`config.mk`:
```
export PLATFORM = sky130hd
export DESIGN_NAME = perf_monitor
export DESIGN_NICKNAME = d
export VERILOG_FILES = /design/src/rtl/perf_monitor.sv
export SDC_FILE = /design/constraint.sdc
export NUM_CORES = 1
export LEC_CHECK = 0
export ABC_AREA = 1
export CELL_PAD_IN_SITES_DETAIL_PLACEMENT = 0
export CELL_PAD_IN_SITES_GLOBAL_PLACEMENT = 1
export CORE_MARGIN = 1.5
export CORE_UTILIZATION = 40
export CTS_CLUSTER_DIAMETER = 100
export CTS_CLUSTER_SIZE = 30
export DETAILED_ROUTE_END_ITERATION = 12
export DONT_BUFFER_PORTS = 1
export HOLD_SLACK_MARGIN = 0.12
export PLACE_DENSITY_LB_ADDON = 0.12
export SETUP_SLACK_MARGIN = 0.5
export SLEW_MARGIN = 0
export SYNTH_ARGS = -nofsm -noshare
export SYNTH_HDL_FRONTEND = slang
export SYNTH_SLANG_ARGS = --single-unit
```
`constraint.sdc`:
```
create_clock -name i_clk -period 6.8 [get_ports i_clk]
set_input_delay 1.36 -clock i_clk [delete_from_list [all_inputs] [get_ports i_clk]]
set_output_delay 1.36 -clock i_clk [all_outputs]
set_load 0.02 [all_outputs]
```
`src/rtl/perf_monitor.sv`:
```
// perf_monitor - run-time cycle/instruction/bubble counters, per-channel first-change
// timestamps and a serial Q8.8 IPC divider. CNT_W must be at least 8.
module perf_monitor #(
  parameter int CNT_W  = 32,
  parameter int PC_W   = 32,
  parameter int DATA_W = 32,
  parameter int N_CH   = 2
) (
  input  logic                     i_clk,
  input  logic                     i_rst_n,
  input  logic                     i_clr,
  input  logic                     i_stop,
  input  logic [N_CH-1:0]          i_stop_mask,
  input  logic [PC_W-1:0]          i_pc_debug,
  input  logic                     i_insn_vld,
  input  logic [N_CH*DATA_W-1:0]   i_ch_data,
  output logic [1:0]               o_state,
  output logic [CNT_W-1:0]         o_cycle_cnt,
  output logic [CNT_W-1:0]         o_insn_cnt,
  output logic [CNT_W-1:0]         o_bubble_cnt,
  output logic [N_CH-1:0]          o_ch_changed,
  output logic [N_CH*CNT_W-1:0]    o_ch_time,
  output logic [N_CH*DATA_W-1:0]   o_ch_value,
  output logic                     o_ovf,
  output logic [15:0]              o_ipc_q88,
  output logic                     o_done
);

  localparam int QW = CNT_W + 8;
  localparam int SW = $clog2(QW + 1);
  localparam logic [CNT_W-1:0] CNT_MAX = '1;

  typedef enum logic [1:0] {
    S_IDLE = 2'd0,
    S_RUN  = 2'd1,
    S_CALC = 2'd2,
    S_DONE = 2'd3
  } state_t;

  state_t                   state_q, state_d;
  logic [N_CH*DATA_W-1:0]   shadow_q, shadow_d;
  logic [CNT_W-1:0]         cycle_q, cycle_d;
  logic [CNT_W-1:0]         insn_q, insn_d;
  logic [CNT_W-1:0]         bubble_q, bubble_d;
  logic                     ovf_q, ovf_d;
  logic [N_CH-1:0]          changed_q, changed_d;
  logic [N_CH*CNT_W-1:0]    ch_time_q, ch_time_d;
  logic [N_CH*DATA_W-1:0]   ch_value_q, ch_value_d;
  logic [CNT_W-1:0]         rem_q, rem_d;
  logic [QW-1:0]            div_q, div_d;
  logic [SW-1:0]            step_q, step_d;
  logic [15:0]              ipc_q, ipc_d;

  logic                     active;
  logic                     pc_zero;
  logic                     cyc_sat, insn_sat, bub_sat;
  logic [CNT_W-1:0]         cyc_inc;
  logic                     stop_hit;
  logic [CNT_W:0]           rem_shift, rem_nx;
  logic                     div_ge;
  logic [QW-1:0]            div_nx;
  logic                     unused_rem_msb;

  assign pc_zero = (i_pc_debug == '0);
  assign active  = (state_q == S_RUN) || ((state_q == S_IDLE) && !pc_zero);
  assign cyc_sat  = (cycle_q == CNT_MAX);
  assign insn_sat = (insn_q == CNT_MAX);
  assign bub_sat  = (bubble_q == CNT_MAX);
  assign cyc_inc  = cyc_sat ? cycle_q : cycle_q + 1'b1;

  // One restoring-division step: quotient bits shift into the dividend register.
  assign rem_shift = {rem_q, div_q[QW-1]};
  assign div_ge    = (rem_shift >= {1'b0, cycle_q});
  assign rem_nx    = div_ge ? (rem_shift - {1'b0, cycle_q}) : rem_shift;
  assign div_nx    = {div_q[QW-2:0], div_ge};
  assign unused_rem_msb = rem_nx[CNT_W];

  always_comb begin
    state_d    = state_q;
    shadow_d   = i_ch_data;
    cycle_d    = cycle_q;
    insn_d     = insn_q;
    bubble_d   = bubble_q;
    ovf_d      = ovf_q;
    changed_d  = changed_q;
    ch_time_d  = ch_time_q;
    ch_value_d = ch_value_q;
    rem_d      = rem_q;
    div_d      = div_q;
    step_d     = step_q;
    ipc_d      = ipc_q;
    stop_hit   = 1'b0;

    if (active) begin
      cycle_d = cyc_inc;
      if (i_insn_vld && !insn_sat) insn_d = insn_q + 1'b1;
      if (pc_zero && !bub_sat) bubble_d = bubble_q + 1'b1;
      if (cyc_sat || (i_insn_vld && insn_sat) || (pc_zero && bub_sat)) ovf_d = 1'b1;
      for (int k = 0; k < N_CH; k++) begin
        if (!changed_q[k] &&
            (i_ch_data[k*DATA_W +: DATA_W] != shadow_q[k*DATA_W +: DATA_W])) begin
          changed_d[k]                   = 1'b1;
          ch_time_d[k*CNT_W +: CNT_W]    = cyc_inc;
          ch_value_d[k*DATA_W +: DATA_W] = i_ch_data[k*DATA_W +: DATA_W];
        end
      end
      stop_hit = i_stop ||
                 ((i_stop_mask != '0) && ((i_stop_mask & ~changed_d) == '0));
    end

    case (state_q)
      S_IDLE: begin
        if (!pc_zero) state_d = S_RUN;
      end
      S_RUN: begin
        if (stop_hit) begin
          state_d = S_CALC;
          rem_d   = '0;
          div_d   = {insn_d, 8'h00};
          step_d  = '0;
        end
      end
      S_CALC: begin
        rem_d  = rem_nx[CNT_W-1:0];
        div_d  = div_nx;
        step_d = step_q + 1'b1;
        if (step_q == SW'(QW - 1)) begin
          state_d = S_DONE;
          if (cycle_q == '0)
            ipc_d = 16'h0000;
          else if (|(div_nx >> 16))
            ipc_d = 16'hFFFF;
          else
            ipc_d = div_nx[15:0];
        end
      end
      default: ;
    endcase

    if (i_clr) begin
      state_d    = S_IDLE;
      shadow_d   = '0;
      cycle_d    = '0;
      insn_d     = '0;
      bubble_d   = '0;
      ovf_d      = 1'b0;
      changed_d  = '0;
      ch_time_d  = '0;
      ch_value_d = '0;
      rem_d      = '0;
      div_d      = '0;
      step_d     = '0;
      ipc_d      = '0;
    end
  end

  always_ff @(posedge i_clk or negedge i_rst_n) begin
    if (!i_rst_n) begin
      state_q    <= S_IDLE;
      shadow_q   <= '0;
      cycle_q    <= '0;
      insn_q     <= '0;
      bubble_q   <= '0;
      ovf_q      <= 1'b0;
      changed_q  <= '0;
      ch_time_q  <= '0;
      ch_value_q <= '0;
      rem_q      <= '0;
      div_q      <= '0;
      step_q     <= '0;
      ipc_q      <= '0;
    end else begin
      state_q    <= state_d;
      shadow_q   <= shadow_d;
      cycle_q    <= cycle_d;
      insn_q     <= insn_d;
      bubble_q   <= bubble_d;
      ovf_q      <= ovf_d;
      changed_q  <= changed_d;
      ch_time_q  <= ch_time_d;
      ch_value_q <= ch_value_d;
      rem_q      <= rem_d;
      div_q      <= div_d;
      step_q     <= step_d;
      ipc_q      <= ipc_d;
    end
  end

  assign o_state      = state_q;
  assign o_cycle_cnt  = cycle_q;
  assign o_insn_cnt   = insn_q;
  assign o_bubble_cnt = bubble_q;
  assign o_ch_changed = changed_q;
  assign o_ch_time    = ch_time_q;
  assign o_ch_value   = ch_value_q;
  assign o_ovf        = ovf_q;
  assign o_ipc_q88    = ipc_q;
  assign o_done       = (state_q == S_DONE);

endmodule

```
* Word level (Yosys, flattened, before mapping)
Index checks and enable logic that the tools add are counted. Widths: inputs -> output; s select.
Word-level totals: register bits after elaboration 387, bits of input ports 103, output and inout bits 246, logic and storage cells 122
Operators by class: $add $sub $neg 5, $lt $le $gt $ge 1, eq/ne operators 12, multiplexer cells 48, bitwise gates (word level) 2, reductions and logical operators 39
Operators with widths (count):
- $mux 32 | 16
- $mux 64 | 5
- $add 32x1->32 const B | 3
- $eq 32x32->1 const B | 3
- $mux 16 | 5
- $mux 40 | 2
- $pmux 40 s2 | 1
- $logic_not 32->1 | 2
- $ne 32x32->1 | 2
- $pmux 32 s2 | 1
- $ge 33x32->1 | 1
- $sub 32x32->32 | 1
- $reduce_or 24->1 | 1
- $reduce_bool 2->1 | 8
- $mux 2 | 6
- $mux 6 | 2
- $pmux 6 s2 | 1
- $reduce_and 2->1 | 6
- $ne 3x3->1 const B | 3
- $logic_and 1x1->1 | 8
- $mux 1 | 8
- $add 6x1->6 const B | 1
- $eq 6x6->1 const B | 1
- $pmux 2 s3 | 1
- 10 further kinds | 19

* Logic depth before layout (Yosys ltp)
Gate-level depths: netlist of the first run.
depth after elaboration 14, depth in mapped cells 17, gate-level depth less buffers 17

* Worst setup path before layout of the first run
No wires, ideal clock.
kind in2reg, start point input port i_pc_debug[1], end point register ch_time_q[10], in the netlist o_ch_time[10], arrival 2.635 ns, path slack 4.048 ns, stages 14, buffers on the path 2, path through nor2_1 > nand2_1 > nor2_1 > nand2_1 > nor2_2 > nor2_1 > inv_2 > nand2_2 > nand3_1 > buf_4 > nand2_2 > buf_2 > nand2_1 > nand2_1
Between the ends: cells in the longest elaborated chain, start to end 6
Ends and longest elaborated chain:
- start: declaration | line 14 | input logic [PC_W-1:0] i_pc_debug,
- $logic_not 32->1 | line 64 | assign pc_zero = (i_pc_debug == '0);
- $logic_not 1->1
- $logic_and 1x1->1 | line 65 | assign active = (state_q == S_RUN) || ((state_q == S_IDLE) && !pc_zero);
- $logic_or 1x1->1 | line 65
- $reduce_bool 2->1 (no source line)
- $reduce_and 2->1 (no source line)
- end signal: assignment | line 180 | ch_time_q <= ch_time_d;
- end: declaration | line 47 | logic [N_CH*CNT_W-1:0] ch_time_q, ch_time_d;
Every way passes these cells. A chain may end at the register's enable or synchronous reset.

* Final worst setup path of the first run
start point input port i_pc_debug[5], end point register ch_time_q[56], in the netlist o_ch_time[56]
The elaborated chain is that of the path after synthesis.

==> results of run 1 <==
[worst max path at each step]
stage                                to  slack [ns]           from
final                     o_ch_time[56]        2.86  i_pc_debug[5]
after global placement    o_ch_time[45]        2.26  i_pc_debug[5]
after floorplan           o_ch_time[10]        4.05  i_pc_debug[1]
after detailed placement  o_ch_time[56]        2.19  i_pc_debug[5]
after global routing      o_ch_time[54]        2.44  i_pc_debug[9]
after CTS                 o_ch_time[56]        2.80  i_pc_debug[5]
[cell families (layout without fill, tap and decap cells)]
family                   Yosys count  in the layout  share of synthesized area (%)
AND/OR/NAND/NOR                 1881           1881                           35.8
buffers and inverters            440            366                           7.96
flip-flops                       387            387                           43.5
AO/OA/AOI/OAI                    291            291                           6.94
XOR/XNOR                          87             87                           3.42
adder cells (fa/ha/maj)           42             42                           2.39
other                              0              1                              0
[synthesized netlist by cell type (4+ instances only)]
library cell,number,area (um2)
nand2_1,1078,4050
dfrtp_1,387,9680
inv_1,303,1140
nor2_1,303,1140
nand3_1,287,1440
o21ai_0,136,681
a21oi_1,64,320
clkbuf_1,62,233
nand4_1,55,344
xnor2_1,53,464
nor3_1,52,260
o21ai_1,45,225
buf_2,42,210
ha_1,41,513
xor2_1,34,298
or2_2,31,194
nand3b_1,19,143
nand2_2,17,106
nor4_1,16,100
o22ai_1,16,100
buf_4,11,82.6
inv_2,10,37.5
a31oi_1,9,56.3
o31ai_1,9,67.6
nor2_2,7,43.8
buf_1,5,18.8
o21a_1,4,30.0
[routing by layer]
layer	GRT usage, %	part of all wire, %
met3	6.00	7.4
met1	33.1	44
met5	0	0
met2	40.6	46
met4	7.12	3.2
[state kept, by name (all words and copies together) (netlist names)]
signal        count
o_ovf             1
step_q            6
o_state           2
o_ch_value       64
o_ipc_q88        16
o_cycle_cnt      32
o_insn_cnt       32
o_ch_time        64
shadow_q         64
o_ch_changed      2
div_q            40
rem_q            32
o_bubble_cnt     32
[cell type report]
cell class	instances	area share, %
Inverter	317	5.09
Sequential cell	387	41.1
Antenna cell	1	0.0106
Tap cell	748	3.97
Clock buffer	25	2.56
Clock inverter	14	0.992
Multi-Input combinational cell	2301	46.0
Timing Repair Buffer	10	0.371
[metrics by stage]
stage	cell area (um2)	std cells	worst slack [ns]	utilization, %
6_report	23600	3803	2.86	42.8
5_1_grt	23600	3802	2.44	42.8
4_1_cts	23600	3802	2.80	42.8
3_5_place_dp	22800	3763	2.19	41.3
3_3_place_gp	22800	3763	2.26	41.3
2_1_floorplan	22300	3128	4.05	-
[power breakdown]
| group | internal [mW] | switching, mW | leakage, nW |
|---|---|---|---|
| clock network | 0.746 | 0.950 | 0.407 |
| registers | 2.69 | 0.738 | 5.19 |
| logic | 2.44 | 5.49 | 6.19 |
| total | 5.88 | 7.18 | 11.8 |
[critical path, stage by stage]
cell,delay (ns)
nor2_1,0.10
nand2_1,0.06
nor2_1,0.09
nand2_1,0.09
nor2_2,0.16
nor2_1,0.11
nor2_4,0.65
a21oi_1,0.19
nand2_4,0.73
nand2_4,0.48
nor2_1,0.24
a21oi_1,0.06
==> key figures, run 1 <==
Run status
  • Run status: finished, final reports clean

Final layout
  • Proportion of layout cells with a drive suffix above 1: under 10%
  • Most common cell after layout, fill and taps aside: nand2_1
  • Number of filler cells placed in the layout: slightly below 6k
  • Area of all sequential standard cells: 9680 um2
  • Nets@finish: roughly 3.2k
  • Area Growth Syn to Fin: 5.93%
  • Top library cells by usage in the layout, fill and taps aside: nand2_1, dfrtp_1, inv_1
  • Multi-input logic area: between 10000 and 15000 um2

Power
  • Total power: 13.1 mW
  • Maximum vdd ir drop: roughly 0.0012 V
  • Static power due to leakage: between 10 and 15 nW
  • Power density cells: between 500 and 600 nW/um2

Worst hold path
  • Tightest Hold Check Type: primary input to async pin

Critical path
  • Setup Crit Path Kind: primary input to register
  • Data arrival time of the critical path: between 4 and 5 ns
  • Required time of the worst setup path: a little over 7 ns
  • Worst reg2reg endpoint: o_ch_time[56]
  • Crit path capture type: register
  • Highest fanout seen on the critical path: 93
  • Startpoint Class: primary input
  • Length in cells of the worst reg-to-reg path: 10
  • Worst-case register-to-register setup slack: roughly 3.1 ns
  • Startpoint of the worst register-to-register path: o_state[0]

Timing
  • Clock tree skew after final layout: 0.0337 ns
  • Measured slew at the worst slew-check pin: ~1.2 ns
  • Number of endpoints failing setup at the final stage: 0
  • Final Slew Violations: 0
  • Tcrit/Tclk final: 57.9%
  • Final-report hold violation count: 0
  • Sum of negative setup slack: 0 ns
  • Worst-case hold slack: between 0.4 and 0.5 ns
  • Maximum clock rate: 254 MHz
  • Final min period: 3.94 ns
  • RSZ-0062 raised after global routing: no
  • Slew margin rel.: 19.2%

Routing
  • Average routed wire per standard cell: roughly 19 um
  • Number of DRC markers in iteration 0: 1517
  • Vias: ~20k
  • DRC: 0
  • Detail Route Antenna Nets: 0
  • Total Routed Length: roughly 72000 um
  • Number of iterations in the first detailed-routing pass: 5
  • Via density per instance: 5.19

Global routing
  • Wire length of the first global-routing pass: between 100000 and 150000 um
  • Total global routing track utilization: around 25%
  • GRT overflow: 0
  • Initial antenna violation count: 1
  • Via count of the first global-routing pass: approximately 19k
  • Pin count of the biggest net entering global routing: between 300 and 400

Die
  • Initial Utilization: between 40% and 50%
  • Height of the chip: ~240 um
  • Core Region: between 50000 and 60000 um2
  • I/O pin cnt: around 350
  • Die width: roughly 240 um
  • Core Rows: 86
  • Die footprint: approximately 57000 um2

Synthesis
  • Synthesized cell area: between 20000 and 25000 um2
  • Number of distinct standard cells referenced by the synthesized netlist: 43
  • Yosys warns: 0
  • Part of the Yosys area used for sequential elements: a little over two fifths
  • Number of storage elements in the synthesis netlist: around 390
  • Cells after Synth: between 3k and 4k
  • Number of nets produced by synthesis: between 3k and 4k
  • Fraction of registers with async set/reset: between 90% and 100%
  • Mean instance size in the synthesized netlist: 7.12 um2
  • EDFF count, synth: 0
  • Dominant register cell in the synthesized netlist: dfrtp_1

CTS
  • TritonCTS Buffers: 23
  • Quantity of hold-fixing buffers added after cts: 0
  • Total clock sinks: between 300 and 400
  • Clock tree root buffer cell: clkbuf_16
  • Clock edge transition at the registers on the reported setup and hold paths: between 0.1 and 0.15 ns
  • Post-CTS resize count: 0
  • Buffer count from post-CTS setup fixing: 0
  • CTS tree: yes
  • Clk_lat worst skew: 0.59 ns
  • Maximum count of clock buffers along a single path: 3
  • CTS H-Tree Depth: 1

Placement
  • Final HPWL from detailed placement: ~52000 um
  • Gp weighted congestion: roughly 0.91
  • Number of buffers inserted by port buffering: 0

Job
  • Max-Cap Viols: 0
(Power assumes the default switching activity.)
==> run 2: changes to the inputs <==
Clock period 6.8 ns to 3.87 ns, I/O delays scaled along.
==> key figures, run 2 (synthesis gave the netlist of run 1 again) <==
Routing
  • Wire length the detailed router placed on met1: between 30000 and 40000 um
  • Number of iterations in the first detailed-routing pass: 5
  • Uppermost layer routed: met4
  • Met3 layer wire length in the routed design: about 5300 um
  • Via density per instance: approximately 5.2
  • Vias: between 15k and 20k
  • Number of DRC markers in iteration 0: roughly 1.4k
  • Met2 wirelength from detailed routing: 33700 um
  • Average routed wire per standard cell: 19.2 um
  • Total Routed Length: 73400 um
  • Detail Route Antenna Nets: 0
  • DRC: 0

Placement
  • Number of buffers inserted by port buffering: 0
  • Gp weighted congestion: between 0.9 and 1
  • Dpl cells: between 3k and 4k
  • Final HPWL from detailed placement: 53300 um

CTS
  • Clock edge transition at the registers on the reported setup and hold paths: roughly 0.12 ns
  • TritonCTS Buffers: 23
  • Clock tree root buffer cell: clkbuf_16
  • Total clock sinks: just under 400
  • Maximum count of clock buffers along a single path: 3
  • CTS H-Tree Depth: 1
  • CTS tree: yes
  • Clk_lat worst skew: around 0.60 ns
  • Post-CTS resize count: 0

Timing
  • Final-report hold violation count: between 150 and 200
  • Worst-case hold slack: -0.123 ns
  • Final Slew Violations: 0
  • Sum of negative setup slack: 0 ns
  • Final min period: between 3 and 4 ns
  • Tcrit/Tclk final: between 70% and 80%
  • Slew margin rel.: between 20% and 30%
  • Clock tree skew after final layout: 0.0343 ns
  • Measured slew at the worst slew-check pin: between 1 and 1.5 ns
  • Maximum clock rate: about 330 MHz
  • RSZ-0062 raised after global routing: no
  • Number of endpoints failing setup at the final stage: 0

Global routing
  • Initial antenna violation count: 0
  • Pin count of the biggest net entering global routing: about 390
  • Via count of the first global-routing pass: between 15k and 20k
  • Total global routing track utilization: roughly a quarter
  • GRT overflow: 0
  • Wire length of the first global-routing pass: roughly 110000 um

Run status
  • Failing checks: negative hold slack
  • Run status: finished with violations

Job
  • Max-Cap Viols: 0

Final layout
  • Proportion of layout cells with a drive suffix above 1: under 10%
  • Final Util: a little over two fifths
  • Area Growth Syn to Fin: 6.66%
  • Most common cell after layout, fill and taps aside: nand2_1
  • Non-filler instance count after layout: 3823
  • Nets@finish: around 3.2k
  • Antenna diode count: 0
  • Top library cells by usage in the layout, fill and taps aside: nand2_1, dfrtp_1, inv_1

Power
  • Power density cells: ~670 nW/um2
  • Maximum vdd ir drop: 0.000632 V
  • Static power due to leakage: 11.9 nW

Critical path
  • Setup Crit Path Kind: register to register
  • Data arrival time of the critical path: 3.61 ns
  • Required time of the worst setup path: roughly 4.4 ns
  • Crit path capture type: register
  • Startpoint Class: register
  • Highest fanout seen on the critical path: 16

Die
  • Die width: roughly 240 um
  • I/O pin cnt: about 350
  • Core Rows: 86
  • Initial Utilization: between 40% and 50%
  • Height of the chip: 239 um
  • Die footprint: between 50000 and 60000 um2
  • Core Region: approximately 55000 um2

Worst hold path
  • Tightest Hold Check Type: primary input to async pin
run 2: final cells by class:
type / instances / area, um2
clock inverter: 14 / 248
timing repair buffer: 33 / 273
inverter: 317 / 1200
sequential: 387 / 9680
fill: 5836 / 31300
clock buffer: 23 / 576
tap: 748 / 936
multi-input combinational: 2301 / 10800
run 2: path summary, 6_finish.rpt:
| path | startpoint | to | cells after the start | slack [ns] |
|---|---|---|---|---|
| max | o_cycle_cnt[0] | o_ch_time[0] | 11 | 0.80 |
| min | i_rst_n | o_ch_value[18] | 0 | -0.12 |
| max reg2reg | o_cycle_cnt[0] | o_ch_time[0] | 11 | 0.80 |
| min reg2reg | div_q[4] | div_q[4] | 2 | 0.51 |
| max in group asynchronous | i_rst_n | o_insn_cnt[15] | 0 | 3.07 |
| min in group i_clk | i_clr | o_insn_cnt[27] | 1 | 0.26 |
run 2: repair_timing:
item / 4_1_cts / 5_1_grt
endpoints found under the hold margin: 387 / 387
endpoints found under the setup margin: 0 / 0
setup buffers: 0 / 0
run 2: power by group:
part	total (mW)	switching (mW)	internal (mW)
clock network	2.94	1.72	1.23
logic	7.14	4.94	2.19
registers	5.80	1.18	4.63
run 2: worst max-delay path, cell delays in order (launching register included):
cell,delay [ns]
dfrtp_1,0.61
ha_1,0.39
nand3_1,0.14
inv_1,0.16
nand2_1,0.17
nor2_1,0.20
nand2_2,0.32
inv_2,0.35
o21ai_0,0.12
a21oi_1,0.34
nand2_1,0.09
nand2_1,0.10
run 2: metrics by stage:
step	hold slack (ns)	power, mW	worst slack [ns]	area (um2)
floorplan	0.455	10.9	1.56	22300
global placement	0.480	13.0	0.634	22900
detailed placement	0.484	13.0	0.614	22900
CTS	-0.163	16.0	0.793	23800
global route	-0.171	17.2	0.527	23800
finish	-0.123	15.9	0.796	23800
run 2: layer usage:
layer / track usage [%] / up-vias
met1: 34.4 / 9399
met3: 4.99 / 94
met5: 0 / -
li1: - / 9815
met4: 7.63 / 0
met2: 41.5 / 601
==> run 3: changes to the inputs <==
Clock period 3.87 ns to 2.9 ns, I/O delays scaled along.
==> key figures, run 3 (synthesis gave the netlist of run 1 again) <==
Run status
  • Run status: finished with violations
  • Failing checks: negative hold slack

Critical path
  • Length in cells of the worst reg-to-reg path: 13
  • Startpoint of the worst register-to-register path: o_cycle_cnt[20]
  • Crit path launch: o_cycle_cnt[20]
  • Worst reg2reg endpoint: rem_q[17]
  • Startpoint Class: register
  • Worst-case register-to-register setup slack: just under 0.6 ns
  • Required time of the worst setup path: 3.37 ns
  • CP Capture Point: rem_q[17]
  • Setup Crit Path Kind: register to register
  • Crit path capture type: register
  • Data arrival time of the critical path: roughly 2.8 ns
  • Highest fanout seen on the critical path: 17

Final layout
  • Area Growth Syn to Fin: 17.8%
  • Most common cell after layout, fill and taps aside: nand2_1
  • Number of filler cells placed in the layout: approximately 5.6k
  • Nets@finish: ~3.4k
  • Top library cells by usage in the layout, fill and taps aside: nand2_1, dfrtp_1, nand3_1
  • Antenna diode count: 0
  • Final Util: between 40% and 50%
  • Proportion of layout cells with a drive suffix above 1: around an eighth

CTS
  • Total clock sinks: a little under 400
  • CTS tree: yes
  • Clk_lat worst skew: 0.59 ns
  • Clock tree root buffer cell: clkbuf_16
  • Quantity of hold-fixing buffers added after cts: 65
  • TritonCTS Buffers: 21
  • Clock edge transition at the registers on the reported setup and hold paths: around 0.11 ns
  • CTS H-Tree Depth: 1
  • Maximum count of clock buffers along a single path: 3

Global routing
  • Via count of the first global-routing pass: about 20k
  • GRT overflow: 0
  • Pin count of the biggest net entering global routing: 388
  • Total global routing track utilization: a little over a quarter
  • Initial antenna violation count: 3
  • Wire length of the first global-routing pass: around 120000 um

Timing
  • Sum of negative setup slack: 0 ns
  • Worst-case hold slack: -0.321 ns
  • RSZ-0062 raised after global routing: yes
  • Final min period: around 2.3 ns
  • Measured slew at the worst slew-check pin: roughly 0.86 ns
  • Tcrit/Tclk final: between 80% and 90%
  • Maximum clock rate: approximately 430 MHz
  • Slew margin rel.: a little over two fifths
  • Final Slew Violations: 0
  • Final setup slack of the worst path: roughly 0.58 ns
  • Clock tree skew after final layout: about 0.041 ns
  • Final-report hold violation count: slightly below 400
  • Number of endpoints failing setup at the final stage: 0

Routing
  • DRC: 0
  • Vias: around 21k
  • Via density per instance: around 5.2
  • Average routed wire per standard cell: 19.7 um
  • Number of iterations in the first detailed-routing pass: 5
  • Detail Route Antenna Nets: 0
  • Total Routed Length: between 70000 and 80000 um
  • Number of DRC markers in iteration 0: 1558

Die
  • Height of the chip: roughly 240 um
  • I/O pin cnt: 349
  • Core Rows: 86
  • Core Region: roughly 55000 um2
  • Initial Utilization: 40.4%
  • Die width: about 240 um
  • Die footprint: between 50000 and 60000 um2

Placement
  • Gp weighted congestion: around 0.9
  • Final HPWL from detailed placement: 55000 um
  • Number of buffers inserted by port buffering: 0
  • Setup slack at placement: roughly 0.15 ns

Job
  • Max-Cap Viols: 0

Power
  • Total power: around 24 mW
  • Maximum vdd ir drop: slightly above 0.0007 V
  • Power density cells: roughly 900 nW/um2
  • Static power due to leakage: around 13 nW

Worst hold path
  • Tightest Hold Check Type: primary input to async pin
==> run 3: cell types whose count changed in the layout (fill, tap and decap cells not counted), moves of 22 or more <==
| cell | change |
|---|---|
| buf_4 | +89 |
| dlygate4sd3_1 | +64 |
| ha_1 | -30 |
| ha_4 | +24 |
| inv_1 | -24 |
| inv_2 | +23 |
| nand2_1 | -22 |
| nor2_1 | -22 |
==> run 3: per-layer routing <==
layer  share of wire [%]  wire (um)  GRT usage [%]  up-vias
li1                    -          -              -    10200
met5               0.024         19              0        -
met3                 7.3       5780           6.03      122
met1                  43      34100           35.2    10000
met4                 3.4       2690           9.46        2
met2                  46      36400           43.6      648
==> run 3: final cells by class <==
cell class | instances | area, um2 | share of cell area [%]
clock buffer | 21 | 526 | 2.00
clock inverter | 13 | 236 | 0.901
inverter | 317 | 1200 | 4.59
multi-input combinational | 2304 | 11600 | 44.1
sequential | 387 | 9700 | 37.0
tap | 748 | 936 | 3.57
timing repair buffer | 209 | 2060 | 7.85
==> run 3: worst min-delay path by stage <==
stage          startpoint  cells after the start        endpoint
3_3_place_gp      i_rst_n                      0  o_ch_value[19]
4_1_cts           i_rst_n                      0  o_ch_value[19]
3_5_place_dp      i_rst_n                      0  o_ch_value[19]
5_1_grt           i_rst_n                      0  o_ch_value[19]
2_1_floorplan     i_rst_n                      0        div_q[0]
6_report          i_rst_n                      0  o_ch_value[19]
==> run 3: metrics by stage <==
stage / instances / cell area [um2]
2_1_floorplan: 3128 / 22300
3_3_place_gp: 3865 / 23600
3_5_place_dp: 3865 / 23600
4_1_cts: 3969 / 25300
5_1_grt: 3999 / 26200
6_report: 3999 / 26200
==> run 3: timing repair <==
action                                  CTS  global route
gates cloned                              3             5
resized for setup                        57           142
setup buffers                             2            25
pin swaps                                 5            20
endpoints found under the setup margin  117           199
hold endpoints to repair                489           387
==> run 3: worst max-delay path, cell delays in order (launching register included) <==
cell and delay, ns:
dfrtp_1 0.42, inv_2 0.10, ha_4 0.23, a21oi_4 0.16, o21ai_1 0.11, a21oi_2 0.25
nor2_2 0.08, nor2_4 0.31, nand2_8 0.12, buf_12 0.17, nand3_1 0.08, nand2_1 0.05
nand3_1 0.06, nand2_1 0.06
==> run 3: power by group <==
group / internal (mW) / switching [mW]
Clock: 1.64 / 2.19
Sequential: 6.19 / 1.17
Combinational: 4.45 / 7.87
Total: 12.3 / 11.2
